[src/rtl/alu_arbiter.sv]
// alu_arbiter: round-robin arbiter between two ALU requesters. It muxes the
// winning operation onto the shared combinational ALU and captures the result
// in a one-entry response buffer tagged with the winner's id.
module alu_arbiter #(
  parameter int W = 32
) (
  input  logic         clk,
  input  logic         reset_n,
  input  logic         req0_valid,
  output logic         req0_ready,
  input  logic [W-1:0] req0_rs,
  input  logic [W-1:0] req0_rt,
  input  logic [W-1:0] req0_imm,
  input  logic         req0_useimm,
  input  logic [7:0]   req0_sel,
  input  logic         req1_valid,
  output logic         req1_ready,
  input  logic [W-1:0] req1_rs,
  input  logic [W-1:0] req1_rt,
  input  logic [W-1:0] req1_imm,
  input  logic         req1_useimm,
  input  logic [7:0]   req1_sel,
  output logic [W-1:0] alu_rs,
  output logic [W-1:0] alu_rt,
  output logic [W-1:0] alu_imm,
  output logic         alu_useimm,
  output logic [7:0]   alu_sel,
  input  logic [W-1:0] alu_out,
  output logic         resp_valid,
  input  logic         resp_ready,
  output logic [W-1:0] resp_data,
  output logic         resp_id,
  output logic [15:0]  op_count
);

  logic         resp_valid_q;
  logic [W-1:0] resp_data_q;
  logic         resp_id_q;
  logic         last_id_q;
  logic [15:0]  op_count_q;

  logic         can_accept;
  logic         grant;
  logic         win;

  // Buffer can take a new result when empty or draining this same cycle.
  // Reset gates the grant so readies and ALU operands read 0 while held.
  assign can_accept = !resp_valid_q || resp_ready;
  assign grant      = reset_n && can_accept && (req0_valid || req1_valid);
  assign req0_ready = grant && !win;
  assign req1_ready = grant && win;

  // Arbitration: a lone requester wins; on a tie the one not served last wins.
  always_comb begin
    win = 1'b0;
    if (req0_valid && req1_valid) begin
      win = ~last_id_q;
    end else if (req1_valid) begin
      win = 1'b1;
    end
  end

  // ALU operand mux: winner's operation while granted, all zero otherwise.
  always_comb begin
    alu_rs     = '0;
    alu_rt     = '0;
    alu_imm    = '0;
    alu_useimm = 1'b0;
    alu_sel    = 8'd0;
    if (grant) begin
      if (win) begin
        alu_rs     = req1_rs;
        alu_rt     = req1_rt;
        alu_imm    = req1_imm;
        alu_useimm = req1_useimm;
        alu_sel    = req1_sel;
      end else begin
        alu_rs     = req0_rs;
        alu_rt     = req0_rt;
        alu_imm    = req0_imm;
        alu_useimm = req0_useimm;
        alu_sel    = req0_sel;
      end
    end
  end

  // Response buffer, round-robin history and accept counter.
  always_ff @(posedge clk or negedge reset_n) begin
    if (!reset_n) begin
      resp_valid_q <= 1'b0;
      resp_data_q  <= '0;
      resp_id_q    <= 1'b0;
      last_id_q    <= 1'b1;
      op_count_q   <= 16'd0;
    end else if (grant) begin
      resp_valid_q <= 1'b1;
      resp_data_q  <= alu_out;
      resp_id_q    <= win;
      last_id_q    <= win;
      op_count_q   <= op_count_q + 16'd1;
    end else if (resp_ready) begin
      resp_valid_q <= 1'b0;
    end
  end

  assign resp_valid = resp_valid_q;
  assign resp_data  = resp_data_q;
  assign resp_id    = resp_id_q;
  assign op_count   = op_count_q;

endmodule

[config.mk]
export PLATFORM = sky130hd
export DESIGN_NAME = alu_arbiter
export DESIGN_NICKNAME = d
export VERILOG_FILES = /design/src/rtl/alu_arbiter.sv
export SDC_FILE = /design/constraint.sdc
export NUM_CORES = 1
export LEC_CHECK = 0
export BUFFER_PORTS_ARGS = -buffer_cell sky130_fd_sc_hd__buf_4
export CAP_MARGIN = 40
export CELL_PAD_IN_SITES_DETAIL_PLACEMENT = 1
export CELL_PAD_IN_SITES_GLOBAL_PLACEMENT = 1
export CORE_AREA = 2 2 156 158
export CTS_BUF_LIST = sky130_fd_sc_hd__clkbuf_8 sky130_fd_sc_hd__clkbuf_16
export DETAILED_ROUTE_END_ITERATION = 8
export DIE_AREA = 0 0 158 160
export GPL_TIMING_DRIVEN = 0
export PLACE_DENSITY_LB_ADDON = 0.15
export REMOVE_ABC_BUFFERS = 1
export SYNTH_ARGS = -nofsm -noshare
export SYNTH_HDL_FRONTEND = slang
export SYNTH_SLANG_ARGS = --single-unit
[constraint.sdc]
create_clock -name clk -period 2.4 [get_ports clk]
set_input_delay 0.36 -clock clk [delete_from_list [all_inputs] [get_ports clk]]
set_output_delay 0.36 -clock clk [all_outputs]
set_load 0.1 [all_outputs]
[After elaboration in Yosys (flattened, before gate mapping)]
Cells that the tools add are included.
W data, S select, Z words.
Operators by class
  multiplexer cells: 14
  reduce and logical (&&, ||, !) cells: 10
  add/subtract/negate cells: 1
  bitwise operators: 1
Operators by type and width (number)
  $mux W32: 6
  $add A16 B1 Y16 const B: 1
  $mux W8: 2
  $mux W1: 6
  $logic_and A1 B1 Y1: 5
  $logic_not A1 Y1: 2
  $logic_or A1 B1 Y1: 2
  $reduce_bool A2 Y1: 1
  $not A1 Y1: 1
Storage, ports and cells
  input bits: 247
  flip-flop bits (word level): 51
  output and inout port bits: 157
  logic and storage cells: 31

[Longest topological paths before layout]
  depth after elaboration: 5
  depth in mapped cells: 7
  depth with buffers taken out: 5

[Worst setup path after synthesis]
No wires, ideal clock.
  path kind: reg2out
  start point: register resp_valid_q, in the netlist resp_valid
  end point: output port alu_rs[0]
  arrival time: 3.203 ns
  setup slack: -1.163 ns
  required time: 2.040 ns
  buffers on the path: 3
  stages on the path, launching flop included: 7
  cells stage by stage: dfrtp_1 -> nor2b_2 -> or2_1 -> buf_4 -> buf_6 -> buf_6 -> a21oi_1
On the way
  cells in the longest elaborated chain, start to end: 5
RTL lines
  start: declaration: RTL line 36  | logic resp_valid_q;
  start signal: assignment: RTL line 90  | resp_valid_q <= 1'b0;
  start signal: assignment: RTL line 96  | resp_valid_q <= 1'b1;
  start signal: assignment: RTL line 102  | resp_valid_q <= 1'b0;
  $logic_not A1 Y1: RTL line 48  | assign can_accept = !resp_valid_q || resp_ready;
  $logic_or A1 B1 Y1: RTL line 48
  $logic_and A1 B1 Y1 (2 in series): RTL line 49  | assign grant = reset_n && can_accept && (req0_valid || req1_valid);
  $mux W32: RTL line 70  | if (grant) begin
  end: declaration: RTL line 23  | output logic [W-1:0] alu_rs,
Every way passes these cells.

[Final worst setup path]
  start point: register resp_valid_q, in the netlist resp_valid
  end point: output port alu_sel[0]
On the way
  cells in the longest elaborated chain, start to end: 5
RTL lines
  $logic_not A1 Y1: RTL line 48
  $logic_or A1 B1 Y1: RTL line 48
  $logic_and A1 B1 Y1 (2 in series): RTL line 49
  $mux W8: RTL line 70
  end: declaration: RTL line 27  | output logic [7:0] alu_sel,
Every way passes these cells.

==> metrics.md <==
| Metric | Value |
|---|---|
| List of cells traversed by the critical path | nor2b_4 > or2_4 > buf_16 > a21oi_1 > buf_4 |
| Synthesized instance count | 560 |
| Drt via density | 4.12 |
| Cell area power density | 712 nW/um^2 |
| Kind of launch point of the worst setup path | flop |
| Clk slew on worst S/H paths | 0.07 ns |
| Cell area after synthesis | 3750 um^2 |
| Mean instance size in the synthesized netlist | 6.69 um^2 |
| Final ANT Viol Nets | 0 |
| Final hold violation count | 0 |
| Clk sink count | 51 |
| Net switching power | 0.00309 W |
| Largest fanout on the critical path | 61 |
| I/O Buffers | 403 |
| Area of placed instances | 7060 um^2 |
| Rel. slew slack | 72.9% |
| Share of layout cells above drive strength 1 | 50.7% |
| Worst setup EP type | output port |
| Total of max-cap violations | 0 |
| RSZ-0062 raised after global routing | no |
| DP HPWL | 17900 um |
| Drt initial violations | 182 |
| Static Leak | 3.92 nW |
| Total number of nets in the final design | 1198 |
| Total count of max-transition violations in the final report | 0 |
| Share of synthesized area occupied by flip-flops and latches | 34.1% |
| Cell internal power dissipation | 0.00224 W |
| Max stage delay cell, worst path | dfrtp_1 |
| Clock Skew | 0.00308 ns |
| Clock buffers created by TritonCTS | 5 |
| Total area of multi-input combinational cells | 2300 um^2 |
| Number of global-route vias before repair | 5237 |
| Number of setup violations in the final report | 0 |
| Clock tree from TritonCTS | yes |
| Final RePlAce weighted congestion | 0.738 |
| Clock network latency to the later pin of the worst-skew pair | 0.29 ns |
| Aggregate global-route resource usage | 17.6% |
| Total Wirelength | 23900 um |
| Data required time at the worst endpoint | 2.04 ns |
| Worst hold slack | 0.0321 ns |
| Area growth from synthesis to layout | 99.7% |
| Core Region | 23800 um^2 |
| Period utilization | 95.1% |
| Highest cell delay on the worst timing path | 0.38 ns |
| Yosys warning count | 0 |
| Average detailed-routed wire length per instance | 18.7 um |
| Post-route cell area | 7480 um^2 |
| Total congestion overflow | 0 |
| Cell accounting for the most synthesized area | dfrtp_1 |
| Share of total power consumed by net switching | 58.0% |
| Buffer type at the clock tree root | clkbuf_16 |
| Maximum operating frequency | 438 MHz |
| Buffers from clock root to sink, at most | 2 |
| Post-layout min period | 2.28 ns |
| Wire length of the first global-routing pass | 33800 um |
| Peak supply drop | 0.513 mV |
| Vias | 5267 |
| Placement Rows | 57 |
| Flop and latch count out of synthesis | 51 |
| Die span in y | 160 um |
| First-pass iteration count of the detailed router | 4 |
| Most area-consuming cells after synthesis | dfrtp_1 (33%), nand2_1 (32%), a21oi_2 (9.4%) |
| Proportion of power drawn by the clock network | 13.1% |
| Outcome | complete, no violations |
| WP data arrival | 1.92 ns |
| Share of power burned in combinational logic | 65.3% |
| Maximum level of the CTS H-tree | 2 |
| Part of the total power dissipated in sequential elements | 21.6% |
| Boundary pin count | 404 |
| Library cells used by synthesis | 24 |
| Initial Util | 15.7% |
| Area share of the leading cell type in the synthesized netlist | 33.4% |
| DRC Markers | 0 |
| Class of the tightest hold or removal check | in2async |
| Die X-Extent | 158 um |
| Initial antenna violation count | 4 |
| Reg area | 1280 um^2 |
| Die footprint | 25300 um^2 |
| Worst Max-Slew Pin Slew | 0.404 ns |
| Startpoint-to-endpoint class of the critical path | reg2out |
| Maximum number of pins on one net before global-route repair | 75 |
| Layout fillers | 3027 |
## stage by stage
step / instances / power (W) / setup TNS, ns / worst slack (ns) / util [%]
after global placement: 1245 / 0.00461 / -582.40 / -4.70 / 29.0
after CTS: 1269 / 0.00537 / 0 / 0.0306 / 31.0
after floorplan: 518 / 0.00359 / -487.93 / -4.29 / -
final: 1279 / 0.00533 / 0 / 0.117 / 31.4
after detailed placement: 1250 / 0.00458 / -40.70 / -0.584 / 29.6
after global routing: 1279 / 0.00558 / 0 / 0.0146 / 31.4
## area by class of cell
cell class,count,area share [%]
well taps,324,5.42
clock inverters,3,0.167
clock buffers,5,1.67
repair buffers,420,44.7
diodes,4,0.134
multi-input cells,472,30.8
flip-flops and latches,51,17.1
## Yosys cell counts
| cell type | count |
|---|---|
| nand2_1 | 317 |
| nand3_1 | 8 |
| buf_2 | 11 |
| nand2b_1 | 1 |
| nor4_1 | 1 |
| dfstp_2 | 1 |
| a21oi_1 | 65 |
| nand4_1 | 3 |
| and2_1 | 1 |
| o21ai_4 | 1 |
| dfrtp_1 | 50 |
| nor2b_2 | 1 |
| xnor2_1 | 11 |
| buf_6 | 10 |
| nor4_4 | 2 |
| a21oi_2 | 40 |
| xor2_1 | 4 |
| ha_1 | 1 |
| a21o_1 | 2 |
| buf_4 | 3 |
| and3_1 | 2 |
| nor2_1 | 6 |
| clkbuf_1 | 18 |
| or2_1 | 1 |
## logic make-up (layout without fill, tap and decap cells)
family,Yosys count,count (layout),share of synthesized area (%)
simple gates,343,348,36.3
compound gates,108,108,18.9
flops,51,51,34.1
buf+inv,42,428,6.88
xor+xnor,15,15,3.51
fa+ha+maj,1,1,0.334
other cells,0,4,0
## repair_timing
action                                  4_1_cts  5_1_grt
pin swaps                                     3        1
resized for setup                            19        4
hold endpoints to repair                     50        1
hold buffers                                  1        1
cloned                                        5        1
endpoints found under the setup margin      107       27
setup buffers                                 5        4
## final timing paths
path	startpoint	cells past startpoint	slack, ns	endpoint
setup / recovery	resp_valid	5	0.12	alu_sel[0]
hold / removal	reset_n	2	0.03	resp_data[17]
setup reg to reg	resp_valid	5	0.86	op_count[14]
hold reg to reg	op_count[15]	1	0.48	op_count[15]
max in group asynchronous	reset_n	2	1.79	last_id_q
min in group clk	alu_out[26]	3	0.25	resp_data[26]
## routing by layer
layer  part of all wire, %  up-vias  GRT usage (%)
li1                      -     2570              -
met1                    39     2471           20.5
met2                    50      209           30.9
met3                   9.2       17           5.51
met4                   1.4        0           4.59
met5                     0        -              0
## state kept, by name (all words and copies together), names as in the netlist
| register | count |
|---|---|
| resp_id | 1 |
| resp_valid | 1 |
| op_count | 16 |
| last_id_q | 1 |
| resp_data | 32 |
## power by group through the flow
stage / sequential, W / combinational [W] / clock, W
4_1_cts: 0.00115 / 0.00348 / 0.000729
2_1_floorplan: 0.00223 / 0.00137 / 0
3_3_place_gp: 0.00116 / 0.00345 / 0
3_5_place_dp: 0.00116 / 0.00342 / 0
6_report: 0.00115 / 0.00348 / 0.000699
5_1_grt: 0.00118 / 0.00364 / 0.000756
## worst max-delay path, delay by kind of cell, from the launching register on
family / cells / cell delay, ns
buffers and inverters: 2 / 0.53
AND/OR/NAND/NOR: 2 / 0.45
flip-flops: 1 / 0.38
AO/OA/AOI/OAI: 1 / 0.18
## cell usage in the layout (no fill, tap or decap), drive strengths merged
cell type,Yosys,final
nor2,6,6
or2,1,3
dfrtp,50,50
and2,1,2
nor2b,1,1
buf,24,418
nor4,3,3
dfstp,1,1
nand4,3,3
dlygate4sd3,0,1
diode,0,4
a21oi,105,105
nand3,8,8
and3,2,2
nand2b,1,1
xor2,4,4
a21o,2,2
ha,1,1
xnor2,11,11
o21ai,1,1
clkinv,0,1
inv,0,2
clkbuf,18,6
nand2,317,319
Power figures use the tool's default switching activity.
